<file path="src/rtl/z_core_icache_pkg.sv">
// Shared definitions for the instruction-cache fetch controller.
// Holds the controller state encoding and the byte-in-word offset width.
package z_core_icache_pkg;

  localparam int unsigned WORD_OFF_W = 2;
  localparam int unsigned STATE_W    = 3;

  typedef enum logic [STATE_W-1:0] {
    S_IDLE  = 3'd0,
    S_REQ   = 3'd1,
    S_WAIT  = 3'd2,
    S_FILL  = 3'd3,
    S_DRAIN = 3'd4
  } state_t;

endpackage

</file>
<file path="src/rtl/z_core_icache_ctrl_if.sv">
// Fetch, cache-array and memory-port signals of the icache controller.
// The slave modport is the controller's view; master is the surrounding system.
interface z_core_icache_ctrl_if #(
  parameter int unsigned DATA_WIDTH = 32,
  parameter int unsigned ADDR_WIDTH = 32,
  parameter int unsigned CNT_WIDTH  = 32
);

  logic                  fetch_req;
  logic [ADDR_WIDTH-1:0] fetch_addr;
  logic                  fetch_abort;
  logic                  fetch_valid;
  logic [DATA_WIDTH-1:0] fetch_instr;
  logic                  fetch_err;

  logic [ADDR_WIDTH-1:0] cache_addr;
  logic                  cache_wen;
  logic [DATA_WIDTH-1:0] cache_wdata;
  logic [DATA_WIDTH-1:0] cache_rdata;
  logic                  cache_hit;

  logic                  mem_req;
  logic [ADDR_WIDTH-1:0] mem_addr;
  logic                  mem_gnt;
  logic                  mem_rvalid;
  logic [DATA_WIDTH-1:0] mem_rdata;
  logic                  mem_rerr;

  logic                  busy;
  logic [CNT_WIDTH-1:0]  hit_count;
  logic [CNT_WIDTH-1:0]  miss_count;

  modport slave (
    input  fetch_req, fetch_addr, fetch_abort,
    input  cache_rdata, cache_hit,
    input  mem_gnt, mem_rvalid, mem_rdata, mem_rerr,
    output fetch_valid, fetch_instr, fetch_err,
    output cache_addr, cache_wen, cache_wdata,
    output mem_req, mem_addr,
    output busy, hit_count, miss_count
  );

  modport master (
    output fetch_req, fetch_addr, fetch_abort,
    output cache_rdata, cache_hit,
    output mem_gnt, mem_rvalid, mem_rdata, mem_rerr,
    input  fetch_valid, fetch_instr, fetch_err,
    input  cache_addr, cache_wen, cache_wdata,
    input  mem_req, mem_addr,
    input  busy, hit_count, miss_count
  );

endinterface

</file>
<file path="src/rtl/z_core_sat_counter.sv">
// Event counter that increments by one and holds at all-ones.
// Clear is synchronous and active-low.
module z_core_sat_counter #(
  parameter int unsigned CNT_WIDTH = 32
) (
  input  logic                 clk,
  input  logic                 i_clr_n,
  input  logic                 i_inc,
  output logic [CNT_WIDTH-1:0] o_count
);

  logic [CNT_WIDTH-1:0] r_count;

  always_ff @(posedge clk) begin
    if (!i_clr_n) begin
      r_count <= '0;
    end else if (i_inc && (r_count != '1)) begin
      r_count <= r_count + CNT_WIDTH'(1);
    end
  end

  assign o_count = r_count;

endmodule

</file>
<file path="src/rtl/z_core_icache_ctrl.sv">
// Fetch-side controller for a direct-mapped instruction cache: zero-latency
// hits, single-word refill on miss, fetch abort, bus errors and hit/miss counters.
module z_core_icache_ctrl
  import z_core_icache_pkg::*;
#(
  parameter int unsigned DATA_WIDTH = 32,
  parameter int unsigned ADDR_WIDTH = 32,
  parameter int unsigned CNT_WIDTH  = 32
) (
  input  logic                 clk,
  input  logic                 rstn,
  z_core_icache_ctrl_if.slave  bus
);

  state_t                r_state;
  logic [ADDR_WIDTH-1:0] r_addr;
  logic [DATA_WIDTH-1:0] r_data;

  logic                  w_idle;
  logic                  w_hit;
  logic                  w_miss;
  logic                  w_rsp_err;
  logic                  w_late_fill;
  logic                  w_fill;
  logic                  w_fetch_valid;
  logic [DATA_WIDTH-1:0] w_fetch_instr;
  logic                  w_cache_wen;
  logic [DATA_WIDTH-1:0] w_cache_wdata;
  logic [ADDR_WIDTH-1:0] w_cache_addr;
  logic                  w_mem_req;
  logic [ADDR_WIDTH-1:0] w_mem_addr;
  logic [CNT_WIDTH-1:0]  w_hit_count;
  logic [CNT_WIDTH-1:0]  w_miss_count;

  always_ff @(posedge clk) begin
    if (!rstn) begin
      r_state <= S_IDLE;
      r_addr  <= '0;
      r_data  <= '0;
    end else begin
      case (r_state)
        S_IDLE: begin
          if (w_miss) begin
            r_addr  <= bus.fetch_addr;
            r_state <= S_REQ;
          end
        end
        S_REQ: begin
          if (bus.mem_gnt) begin
            r_state <= bus.fetch_abort ? S_DRAIN : S_WAIT;
          end else if (bus.fetch_abort) begin
            r_state <= S_IDLE;
          end
        end
        S_WAIT: begin
          // An abort coinciding with the response still fills, but skips FILL.
          if (bus.mem_rvalid) begin
            if (!bus.fetch_abort && !bus.mem_rerr) begin
              r_data  <= bus.mem_rdata;
              r_state <= S_FILL;
            end else begin
              r_state <= S_IDLE;
            end
          end else if (bus.fetch_abort) begin
            r_state <= S_DRAIN;
          end
        end
        S_FILL:  r_state <= S_IDLE;
        S_DRAIN: begin
          if (bus.mem_rvalid) begin
            r_state <= S_IDLE;
          end
        end
        default: r_state <= S_IDLE;
      endcase
    end
  end

  // Same-cycle responses (hit, bus error, late fill) are decoded from state and inputs.
  always_comb begin
    w_idle        = (r_state == S_IDLE);
    w_fill        = (r_state == S_FILL);
    w_hit         = w_idle && bus.fetch_req && bus.cache_hit && !bus.fetch_abort;
    w_miss        = w_idle && bus.fetch_req && !bus.cache_hit && !bus.fetch_abort;
    w_rsp_err     = (r_state == S_WAIT) && bus.mem_rvalid && bus.mem_rerr && !bus.fetch_abort;
    w_late_fill   = (((r_state == S_WAIT) && bus.fetch_abort) || (r_state == S_DRAIN))
                    && bus.mem_rvalid && !bus.mem_rerr;
    w_fetch_valid = w_hit || w_rsp_err || w_fill;
    w_fetch_instr = w_hit ? bus.cache_rdata : (w_fill ? r_data : '0);
    w_cache_wen   = w_fill || w_late_fill;
    w_cache_wdata = w_fill ? r_data : (w_late_fill ? bus.mem_rdata : '0);
    w_cache_addr  = w_idle ? bus.fetch_addr : r_addr;
    w_mem_req     = (r_state == S_REQ);
    w_mem_addr    = w_mem_req ? {r_addr[ADDR_WIDTH-1:WORD_OFF_W], {WORD_OFF_W{1'b0}}} : '0;
  end

  z_core_sat_counter #(.CNT_WIDTH(CNT_WIDTH)) u_hit_cnt (
    .clk     (clk),
    .i_clr_n (rstn),
    .i_inc   (w_hit),
    .o_count (w_hit_count)
  );

  z_core_sat_counter #(.CNT_WIDTH(CNT_WIDTH)) u_miss_cnt (
    .clk     (clk),
    .i_clr_n (rstn),
    .i_inc   (w_miss),
    .o_count (w_miss_count)
  );

  assign bus.fetch_valid = w_fetch_valid;
  assign bus.fetch_instr = w_fetch_instr;
  assign bus.fetch_err   = w_rsp_err;
  assign bus.cache_addr  = w_cache_addr;
  assign bus.cache_wen   = w_cache_wen;
  assign bus.cache_wdata = w_cache_wdata;
  assign bus.mem_req     = w_mem_req;
  assign bus.mem_addr    = w_mem_addr;
  assign bus.busy        = !w_idle;
  assign bus.hit_count   = w_hit_count;
  assign bus.miss_count  = w_miss_count;

endmodule

</file>
<file path="src/flat_wrapper.sv">
// flat-port wrapper written by rule: the top's interface ports become plain ports
module z_core_icache_ctrl_flat import z_core_icache_pkg::*;
#(
  parameter int unsigned DATA_WIDTH = 32,
  parameter int unsigned ADDR_WIDTH = 32,
  parameter int unsigned CNT_WIDTH  = 32
)
  (clk, rstn, bus_fetch_req, bus_fetch_addr, bus_fetch_abort, bus_cache_rdata, bus_cache_hit, bus_mem_gnt, bus_mem_rvalid, bus_mem_rdata, bus_mem_rerr, bus_fetch_valid, bus_fetch_instr, bus_fetch_err, bus_cache_addr, bus_cache_wen, bus_cache_wdata, bus_mem_req, bus_mem_addr, bus_busy, bus_hit_count, bus_miss_count);
  z_core_icache_ctrl_if #(.DATA_WIDTH(DATA_WIDTH), .ADDR_WIDTH(ADDR_WIDTH), .CNT_WIDTH(CNT_WIDTH)) bus_i ();
  input  logic clk;
  input  logic rstn;
  input wire logic [$bits(bus_i.fetch_req)-1:0] bus_fetch_req;
  input wire logic [$bits(bus_i.fetch_addr)-1:0] bus_fetch_addr;
  input wire logic [$bits(bus_i.fetch_abort)-1:0] bus_fetch_abort;
  input wire logic [$bits(bus_i.cache_rdata)-1:0] bus_cache_rdata;
  input wire logic [$bits(bus_i.cache_hit)-1:0] bus_cache_hit;
  input wire logic [$bits(bus_i.mem_gnt)-1:0] bus_mem_gnt;
  input wire logic [$bits(bus_i.mem_rvalid)-1:0] bus_mem_rvalid;
  input wire logic [$bits(bus_i.mem_rdata)-1:0] bus_mem_rdata;
  input wire logic [$bits(bus_i.mem_rerr)-1:0] bus_mem_rerr;
  output wire logic [$bits(bus_i.fetch_valid)-1:0] bus_fetch_valid;
  output wire logic [$bits(bus_i.fetch_instr)-1:0] bus_fetch_instr;
  output wire logic [$bits(bus_i.fetch_err)-1:0] bus_fetch_err;
  output wire logic [$bits(bus_i.cache_addr)-1:0] bus_cache_addr;
  output wire logic [$bits(bus_i.cache_wen)-1:0] bus_cache_wen;
  output wire logic [$bits(bus_i.cache_wdata)-1:0] bus_cache_wdata;
  output wire logic [$bits(bus_i.mem_req)-1:0] bus_mem_req;
  output wire logic [$bits(bus_i.mem_addr)-1:0] bus_mem_addr;
  output wire logic [$bits(bus_i.busy)-1:0] bus_busy;
  output wire logic [$bits(bus_i.hit_count)-1:0] bus_hit_count;
  output wire logic [$bits(bus_i.miss_count)-1:0] bus_miss_count;
  assign bus_i.fetch_req = bus_fetch_req;
  assign bus_i.fetch_addr = bus_fetch_addr;
  assign bus_i.fetch_abort = bus_fetch_abort;
  assign bus_i.cache_rdata = bus_cache_rdata;
  assign bus_i.cache_hit = bus_cache_hit;
  assign bus_i.mem_gnt = bus_mem_gnt;
  assign bus_i.mem_rvalid = bus_mem_rvalid;
  assign bus_i.mem_rdata = bus_mem_rdata;
  assign bus_i.mem_rerr = bus_mem_rerr;
  assign bus_fetch_valid = bus_i.fetch_valid;
  assign bus_fetch_instr = bus_i.fetch_instr;
  assign bus_fetch_err = bus_i.fetch_err;
  assign bus_cache_addr = bus_i.cache_addr;
  assign bus_cache_wen = bus_i.cache_wen;
  assign bus_cache_wdata = bus_i.cache_wdata;
  assign bus_mem_req = bus_i.mem_req;
  assign bus_mem_addr = bus_i.mem_addr;
  assign bus_busy = bus_i.busy;
  assign bus_hit_count = bus_i.hit_count;
  assign bus_miss_count = bus_i.miss_count;
  z_core_icache_ctrl #(.DATA_WIDTH(DATA_WIDTH), .ADDR_WIDTH(ADDR_WIDTH), .CNT_WIDTH(CNT_WIDTH)) u_core (.clk(clk), .rstn(rstn), .bus(bus_i));
endmodule
</file>
<file path="config.mk">
export PLATFORM = sky130hd
export DESIGN_NAME = z_core_icache_ctrl_flat
export DESIGN_NICKNAME = d
export VERILOG_FILES = /design/src/rtl/z_core_icache_pkg.sv /design/src/rtl/z_core_icache_ctrl_if.sv /design/src/rtl/z_core_sat_counter.sv /design/src/rtl/z_core_icache_ctrl.sv /design/src/flat_wrapper.sv
export SDC_FILE = /design/constraint.sdc
export NUM_CORES = 1
export LEC_CHECK = 0
export CORE_MARGIN = 2
export CORE_UTILIZATION = 40
export DETAILED_ROUTE_END_ITERATION = 8
export GPL_ROUTABILITY_DRIVEN = 0
export GPL_TIMING_DRIVEN = 0
export PLACE_DENSITY_LB_ADDON = 0.3
export SLEW_MARGIN = 0
export SYNTH_ARGS = -nofsm -noshare
export SYNTH_HDL_FRONTEND = slang
export SYNTH_SLANG_ARGS = --single-unit
</file>
<file path="constraint.sdc">
create_clock -name clk -period 2.4 [get_ports clk]
set_input_delay 0.48 -clock clk [delete_from_list [all_inputs] [get_ports clk]]
set_output_delay 0.48 -clock clk [all_outputs]
set_load 0.005 [all_outputs]
</file>
==> impl_metrics.toml, run 1 <==
[synth]
syn_avg_cell_area_sq_um = 8.03
synth_area_sq_um = 7000
yosysUniqueCellTypes = 56
synth_edf_count = 0
yosysWarnings = 0
synth_top_flop_cell = "dfxtp_1"
synthArstFlopShare = 0
synth-seq-area-share = 0.375
synth_seq_cells = 131
syn_inst = 871

[global_routing]
grt_use_total = 0.288
grt_max_degree = 17
first_global_vias = 7909
grt-ovfl-total = 0
antenna_found_initial = 0
grt_pass1_wl_microns = 42200

[sta]
fin_worst_hold_slack_ps = 461
fin_ws_ps = -128
hold_viol = 0
min_period_over_period = 1.05
setup_violations = 62
relSlewSlack = 0.540
tightest_slew_ps = 684
fmax_mhz = 396
slew_violations = 0
min_period_ps = 2530
skew_ps = 9.72
rsz0062_at_grt = "yes"

[power_and_ir_drop]
max-vdd-ir-drop_mv = 0.619
p_per_area_nw_per_um2 = 648
p_switching_mw = 2.12
p_int_mw = 5.57
power.share.clock = 0.334
p_leak_nw = 4.71
p_sw_frac = 0.276
pwr-share-comb = 0.371
p_seq_frac = 0.296

[layout]
utilization = 0.691
final_nets = 1364
syn2layout_area_growth_pct = 69.6
fillers = 1361
final_cell_area_sq_um = 11900
drive_above_1_share = 0.257

[cts]
clockRootBuffer = "clkbuf_16"
clk_latency_ps = 430
h-tree-depth = 4
tritoncts = "done"
ctsHoldBuffers = 0
numCtsBuffers = 17
clk_pin_slew_ps = 60
cts.sinks = 131
cts.path.max_buffers = 2

[drt]
ant_nets = 0
wire_per_inst_microns = 18.9
drt_iter0_drc = 685
drc = 0
drt_first_pass_iters = 5
vias_per_cell = 5.64
wl_microns = 28300
vias = 8442

[critical_path]
critical_path.startpoint = "u_core.r_state[1]$_SDFFE_PN0P_"
worst-setup-path-type = "flip-flop to primary output"
crit_required_ps = 1920
cp-start-kind = "flip-flop"
crit_path_top_delay_cell = "dfxtp_4"
crit_path_cell_trace = "buf_8 -> nor2b_4 -> and2_4 -> clkbuf_16 -> buf_8 -> clkbuf_16 -> buf_6 -> a22o_1 -> buf_2"
end_kind = "primary output"
cp_max_fo = 5
reg2reg_from = "u_core.r_state[0]$_SDFFE_PN0P_"
slowest_delay_ps = 350
crit_arrival_ps = 2050

[status]
outcome = "complete, but fails checks"
violations = "negative setup slack"

[floorplan]
coreArea_sq_um = 17200
die_h_microns = 136
std_cell_rows = 48
ios = 301
dieArea_sq_um = 18600
die_w_microns = 136
start_util = 0.407

[placement]
portBuffers = 297
post_dp_cell_area_sq_um = 10300
hpwl_microns = 18500

[min_path]
hp-start = "u_core.r_addr[0]$_SDFFE_PN0P_"
hp-class = "flip-flop to flip-flop"

[run]
maxCapViolCount = 0
==> cell usage in the layout, fill, tap and decap left out, types with 5 or more instances in the layout <==
master,count
and4_1,8
buf_2,63
nor4_1,7
nand2b_1,10
clkdlybuf4s50_1,161
dfxtp_1,127
nand2_1,160
clkbuf_16,25
o31ai_1,20
nand3_1,23
buf_4,28
clkbuf_2,35
buf_12,9
or4_1,20
nor2_1,16
dlygate4sd2_1,8
o21ai_0,23
clkdlybuf4s15_1,5
mux2_4,31
a22o_1,63
clkinv_2,5
clkbuf_1,33
a21oi_1,112
clkbuf_8,9
inv_1,12
or3_1,30
mux2i_1,7
nand4_1,22
buf_8,18
buf_6,56
and2_1,31
==> per-layer routing <==
layer,vias up,GRT usage,part of all wire,wire length (microns)
li1,3972,-,-,-
met1,4040,0.350,0.40,11400
met2,379,0.499,0.50,14200
met3,51,0.0817,0.080,2250
met4,0,0.0764,0.018,521
met5,-,0,0,0
==> final cells by class <==
type | instances | area, sq um | share of cell area
multi-input combinational | 661 | 4300 | 0.362
timing repair buffer | 375 | 3520 | 0.296
sequential | 131 | 2630 | 0.222
buffer | 59 | 512 | 0.0431
clock buffer | 22 | 464 | 0.0391
tap | 225 | 282 | 0.0237
clock inverter | 10 | 108 | 0.00907
inverter | 13 | 48.8 | 0.00411
antenna | 2 | 5.00 | 0.000422
==> synthesized netlist by cell type (all sizes together) (13+ instances only) <==
master  instances  area share
or4            21       0.023
dfxtp         131        0.37
nand2         160       0.086
or3            30       0.027
mux2           32       0.052
clkbuf         49       0.026
o31ai          21       0.023
a21oi         113       0.081
nand4          25       0.026
inv            13      0.0070
buf            18       0.014
and2           33       0.030
a22o           64       0.080
nor2           17      0.0091
nand3          24       0.017
o21ai          25       0.018
==> critical path, delay by kind of cell (launching register included) <==
family	cells	cell delay [ps]
buffers and inverters	6	800
DFF	1	350
and+or+nand+nor	2	290
AOI/OAI and AO/OA	1	190
==> metrics by stage <==
stage	worst slack, ps	total power [mW]	std cells	TNS, ps
final	-128	7.69	1498	-2360
after floorplan	150	3.02	872	0
after CTS	-210	7.41	1493	-6980
after global placement	-1190	3.92	1394	-127570
after global routing	-172	7.94	1496	-5920
after detailed placement	-1210	3.93	1394	-131870
==> power by group through the flow <==
stage          combinational (mW)  clock, mW  sequential (mW)
2_1_floorplan               0.734          0             2.29
3_5_place_dp                 1.63          0             2.30
4_1_cts                      2.58       2.57             2.26
6_report                     2.85       2.57             2.27
5_1_grt                      2.99       2.67             2.28
3_3_place_gp                 1.62          0             2.30
==> cells by family after synthesis <==
group / count (synthesis) / share of synthesized area
AND/OR/NAND/NOR: 369 / 0.278
XOR/XNOR: 5 / 0.00626
buffers and inverters: 80 / 0.0474
multiplexers: 39 / 0.0615
adder cells (fa/ha/maj): 2 / 0.00358
AO/OA/AOI/OAI: 244 / 0.228
flip-flops: 131 / 0.375
other: 1 / 0.000536
==> what timing repair did <==
item,4_1_cts,5_1_grt
setup endpoints to repair,134,193
gates cloned,15,1
gates resized for setup,590,121
buffers inserted,52,13
pin swaps,41,28
==> final timing paths <==
path / slack (ps) / depth (start not counted) / endpoint
worst max-delay path: -130 / 9 / bus_fetch_instr[18]
worst min-delay path: 460 / 2 / u_core.r_addr[0]$_SDFFE_PN0P_
worst max register to register: 140 / 8 / u_core.u_miss_cnt.o_count[30]$_SDFFE_PN0P_
worst min register to register: 460 / 2 / u_core.r_addr[0]$_SDFFE_PN0P_
==> flip-flops by register name (all words and copies together), names as in the netlist <==
signal and cells:
u_core.r_state 3, u_core.u_miss_cnt.o_count 32, u_core.r_data 32, u_core.r_addr 32, u_core.u_hit_cnt.o_count 32
(Power assumes the default switching activity.)
==> run 2, diff against run 1 <==
CORE_MARGIN = unset   (was 2)
==> impl_metrics.toml, run 2 (synthesized netlist as in run 1, its figures left out) <==
[power_and_ir_drop]
p_leak_nw = 4.61
max-vdd-ir-drop_mv = 0.569
p_per_area_nw_per_um2 = 626
finalPower_mw = 7.19

[floorplan]
std_cell_rows = 47
die_h_microns = 134
coreArea_sq_um = 16800
ios = 301
dieArea_sq_um = 18000
die_w_microns = 134
start_util = 0.416

[drt]
drt_first_pass_iters = 5
ant_nets = 0
vias_per_cell = 5.65
vias = 8327
wl_microns = 27400
wire_per_inst_microns = 18.6
drc = 0
drt_iter0_drc = 588

[critical_path]
critPathTopFamily = "buffers and inverters"
timing.rr.end = "u_core.u_miss_cnt.o_count[30]$_SDFFE_PN0P_"
end_kind = "primary output"
crit_path_top_delay_cell = "dfxtp_4"
worst_path_most_repeated_cell = "clkbuf_16"
ff2ff_path_depth = 7
slowest_delay_ps = 340
crit_required_ps = 1920
crit_path_cell_trace = "buf_8 -> nor2b_4 -> and2_4 -> clkbuf_16 -> buf_12 -> clkbuf_16 -> buf_6 -> a22o_1 -> clkbuf_2"
path_buf_inv = 6
cp_max_fo = 5
cp-start-kind = "flip-flop"
cp.depth = 9
reg2reg_from = "u_core.r_state[2]$_SDFFE_PN0P_"
reg2reg_slack_ps = 130
crit_arrival_ps = 2020
worst-setup-path-type = "flip-flop to primary output"

[layout]
final_nets = 1347
final_common_cell = "clkdlybuf4s50_1"
final_cell_mix = "162 x clkdlybuf4s50_1, 160 x nand2_1, 128 x dfxtp_1, 112 x a21oi_1, 64 x a22o_1"
fillers = 1382
final_cell_area_sq_um = 11500
drive_above_1_share = 0.215
syn2layout_area_growth_pct = 64.4

[sta]
skew_ps = 6.65
relSlewSlack = 0.513
min_period_ps = 2500
hold_viol = 0
tightest_slew_ps = 724
slew_violations = 0
fin_worst_hold_slack_ps = 470
setup_tns_ps = -709
rsz0062_at_grt = "yes"
fin_ws_ps = -100
fmax_mhz = 400
setup_violations = 28
min_period_over_period = 1.04

[min_path]
hp-start = "u_core.r_addr[31]$_SDFFE_PN0P_"
hold_path_depth = 2
hold_end = "u_core.r_addr[31]$_SDFFE_PN0P_"
hp-class = "flip-flop to flip-flop"

[cts]
ctsHoldBuffers = 0
clk_pin_slew_ps = 50
cts.path.max_buffers = 2
clockRootBuffer = "clkbuf_16"
tritoncts = "done"
cts.sinks = 131
h-tree-depth = 4
numCtsBuffers = 17
clk_latency_ps = 420

[global_routing]
grt_pass1_wl_microns = 41300
antenna_found_initial = 1
grt-ovfl-total = 0
grt_use_total = 0.292
first_global_vias = 7788
grt_max_degree = 17

[status]
violations = "negative setup slack"
outcome = "complete, but fails checks"

[placement]
hpwl_microns = 18400
portBuffers = 297
post_dp_cell_area_sq_um = 10200

[run]
maxCapViolCount = 0
[run 2: changes by cell type in the layout (fill, tap and decap cells not counted), sizes merged]
cell,change
dlymetal6s2s,+5
clkdlybuf4s50,+1
diode,-1
clkinv,-3
clkinvlp,-3
clkbuf,+6
buf,-49
bufinv,+1
dlygate4sd2,+23
[run 2: timing repair]
| action | CTS | global route |
|---|---|---|
| resized for setup | 397 | 156 |
| pin swaps | 15 | 31 |
| cloned | 10 | 2 |
| endpoints found under the setup margin | 133 | 135 |
| setup buffers | 38 | 18 |
| hold endpoints to repair | 0 | 0 |
[run 2: layout make-up]
type                       count  area (sq um)  share of cell area
inverter                      13          48.8             0.00424
multi-input combinational    661          4210               0.366
timing repair buffer         361          3310               0.288
tap                          220           275              0.0239
buffer                        56           429              0.0373
clock buffer                  25           485              0.0422
sequential                   131          2630               0.229
clock inverter                 5           100             0.00871
antenna                        1          2.50            0.000218
[run 2: worst min-delay path, cell delays in order, from the launching register on]
cell and delay, ps:
dfxtp_1 320, nand2_1 50, a21oi_1 50
[run 2: how the worst max path moves through the flow]
stage / startpoint / endpoint
3_5_place_dp: bus_fetch_abort / bus_fetch_instr[11]
6_report: u_core.r_state[1]$_SDFFE_PN0P_ / bus_fetch_instr[30]
2_1_floorplan: u_core.r_state[2]$_SDFFE_PN0P_ / bus_cache_addr[10]
4_1_cts: bus_fetch_abort / bus_fetch_instr[5]
3_3_place_gp: bus_fetch_abort / bus_fetch_instr[27]
5_1_grt: u_core.r_state[1]$_SDFFE_PN0P_ / bus_fetch_instr[30]
[run 2: per-stage QoR]
step | cells | util | setup WS (ps)
6_report | 1473 | 0.684 | -100
5_1_grt | 1472 | 0.684 | -150
4_1_cts | 1466 | 0.685 | -232
3_5_place_dp | 1389 | 0.609 | -1140
3_3_place_gp | 1389 | 0.609 | -1160
2_1_floorplan | 872 | - | 150
[run 2: routing by layer]
layer  global-route usage  part of all wire
met4               0.0830             0.017
met1                0.357              0.41
met5                    0           0.00033
met2                0.499              0.49
met3               0.0813             0.080
[run 2: power breakdown]
part	leakage, nW	switching [mW]	internal, mW	total (mW)
sequential	1.06	0.0635	2.23	2.29
clock	0.287	0.936	1.70	2.64
combinational	3.26	0.912	1.35	2.27
total	4.61	1.91	5.28	7.19
==> run 3, diff against run 2 <==
CELL_PAD_IN_SITES_DETAIL_PLACEMENT = 1   (was unset)
CELL_PAD_IN_SITES_GLOBAL_PLACEMENT = 1   (was unset)
CORE_UTILIZATION = 30   (was 40)
MAX_ROUTING_LAYER = met4   (was unset)
==> impl_metrics.toml, run 3 (synthesized netlist as in run 1, its figures left out) <==
[critical_path]
cp_max_fo = 7
crit_arrival_ps = 1980
timing.rr.end = "u_core.u_hit_cnt.o_count[1]$_SDFFE_PN0P_"
worst-setup-path-type = "flip-flop to primary output"
crit_required_ps = 1920
end_kind = "primary output"
cp-start-kind = "flip-flop"
reg2reg_slack_ps = 120
crit_end = "bus_cache_wdata[18]"
critical_path.startpoint = "u_core.r_state[1]$_SDFFE_PN0P_"
ff2ff_path_depth = 8
reg2reg_from = "u_core.u_hit_cnt.o_count[0]$_SDFFE_PN0P_"

[layout]
final_common_cell = "clkdlybuf4s50_1"
final_cell_mix = "161 x clkdlybuf4s50_1, 160 x nand2_1, 126 x dfxtp_1, 112 x a21oi_1, 71 x buf_2"
utilization = 0.526
drive_above_1_share = 0.239
fillers = 2648
syn2layout_area_growth_pct = 71.3
final_nets = 1363
final_cells = 1586

[sta]
fin_worst_hold_slack_ps = 472
setup_violations = 39
relSlewSlack = 0.453
min_period_ps = 2460
slew_violations = 0
hold_viol = 0
tightest_slew_ps = 814
fmax_mhz = 407
fin_ws_ps = -59.2
skew_ps = 10.5
rsz0062_at_grt = "yes"
min_period_over_period = 1.02

[power_and_ir_drop]
max-vdd-ir-drop_mv = 0.420
p_leak_nw = 4.78
pwr-share-comb = 0.346
power.share.clock = 0.364
p_seq_frac = 0.290
p_int_mw = 5.76
p_per_area_nw_per_um2 = 660
p_sw_frac = 0.271
p_switching_mw = 2.14

[status]
violations = "negative setup slack"
outcome = "complete, but fails checks"

[drt]
drt_iter0_drc = 340
ant_nets = 0
wire_per_inst_microns = 19.3
drt_first_pass_iters = 4
vias = 8371
wl_microns = 30600
drc = 0
vias_per_cell = 5.28

[placement]
portBuffers = 297
hpwl_microns = 20800
place_inst = 1482
place_ws_ps = -1300

[cts]
cts.path.max_buffers = 2
cts.sinks = 131
clk_latency_ps = 430
numCtsBuffers = 17
h-tree-depth = 4
tritoncts = "done"
clk_pin_slew_ps = 60
clockRootBuffer = "clkbuf_16"

[floorplan]
start_util = 0.307
die_h_microns = 155
ios = 301
coreArea_sq_um = 22800
dieArea_sq_um = 23900
die_w_microns = 155
std_cell_rows = 55

[global_routing]
antenna_found_initial = 3
grt_use_total = 0.258
first_global_vias = 8509
grt_max_degree = 17
grt_pass1_wl_microns = 46900
grt-ovfl-total = 0

[min_path]
hp-class = "flip-flop to flip-flop"

[run]
maxCapViolCount = 0
run 3: cell types whose count changed in the layout (fill, tap and decap cells not counted), moves of 4 or more:
cell / previous run / this run
buf_6: 35 / 43
mux2_2: 15 / 10
buf_4: 27 / 37
buf_12: 4 / 8
buf_8: 10 / 14
clkbuf_2: 43 / 11
clkbuf_1: 35 / 31
buf_2: 49 / 71
mux2_4: 17 / 22
run 3: worst min-delay path by stage:
| stage | slack [ps] | from | to | cells after the start |
|---|---|---|---|---|
| after floorplan | 430 | u_core.r_addr[0]$_SDFFE_PN0P_ | u_core.r_addr[0]$_SDFFE_PN0P_ | 2 |
| after global placement | 440 | u_core.r_addr[0]$_SDFFE_PN0P_ | u_core.r_addr[0]$_SDFFE_PN0P_ | 2 |
| after detailed placement | 450 | u_core.r_addr[0]$_SDFFE_PN0P_ | u_core.r_addr[0]$_SDFFE_PN0P_ | 2 |
| after CTS | 470 | u_core.r_addr[0]$_SDFFE_PN0P_ | u_core.r_addr[0]$_SDFFE_PN0P_ | 2 |
| after global routing | 500 | u_core.r_addr[1]$_SDFFE_PN0P_ | u_core.r_addr[1]$_SDFFE_PN0P_ | 2 |
| final | 470 | u_core.r_addr[1]$_SDFFE_PN0P_ | u_core.r_addr[1]$_SDFFE_PN0P_ | 2 |
run 3: metrics by stage:
stage | power (mW) | setup TNS, ps | instance area [sq um]
CTS | 7.75 | -4700 | 11800
finish | 7.90 | -798 | 12000
floorplan | 3.02 | 0 | 7000
global placement | 3.93 | -134910 | 10400
global route | 8.22 | -4730 | 12000
detailed placement | 3.95 | -147860 | 10400
run 3: repair_timing:
action | in CTS | in global routing
hold buffers | 0 | 0
setup endpoints to repair | 146 | 149
setup buffers | 50 | 13
pin swaps | 30 | 45
gates resized for setup | 562 | 60
cloned | 10 | 3
run 3: cell type report:
type                    instances  area, sq um  area share
diodes                          3         7.51    0.000627
plain buffers                  63          602      0.0502
clock buffers                  21          470      0.0393
clock inverters                11          175      0.0146
inverters                      13         48.8     0.00407
multi-input cells             661         4250       0.355
flip-flops and latches        131         2630       0.220
well taps                     313          392      0.0327
repair buffers                370         3400       0.284
run 3: power groups by stage:
stage,Combinational [mW],Clock [mW],Sequential [mW]
CTS,2.58,2.91,2.26
detailed placement,1.65,0,2.30
floorplan,0.734,0,2.29
finish,2.74,2.88,2.29
global route,2.90,3.02,2.30
global placement,1.63,0,2.30
run 3: worst max-delay path, cell delays in order (launching register included):
cell and delay, ps:
dfxtp_2 330, buf_8 130, nor2b_4 130, and2_4 160, clkbuf_16 150, buf_12 140, clkbuf_16 150, a22o_1 220
buf_2 140
run 3: routing by layer:
layer  track usage  wire length, microns  up-vias
li1              -                     -     3975
met1         0.295                 12900     4095
met2         0.439                 15200      259
met3        0.0647                  1890       42
met4        0.0868                   623        0
met5             -                     0        -
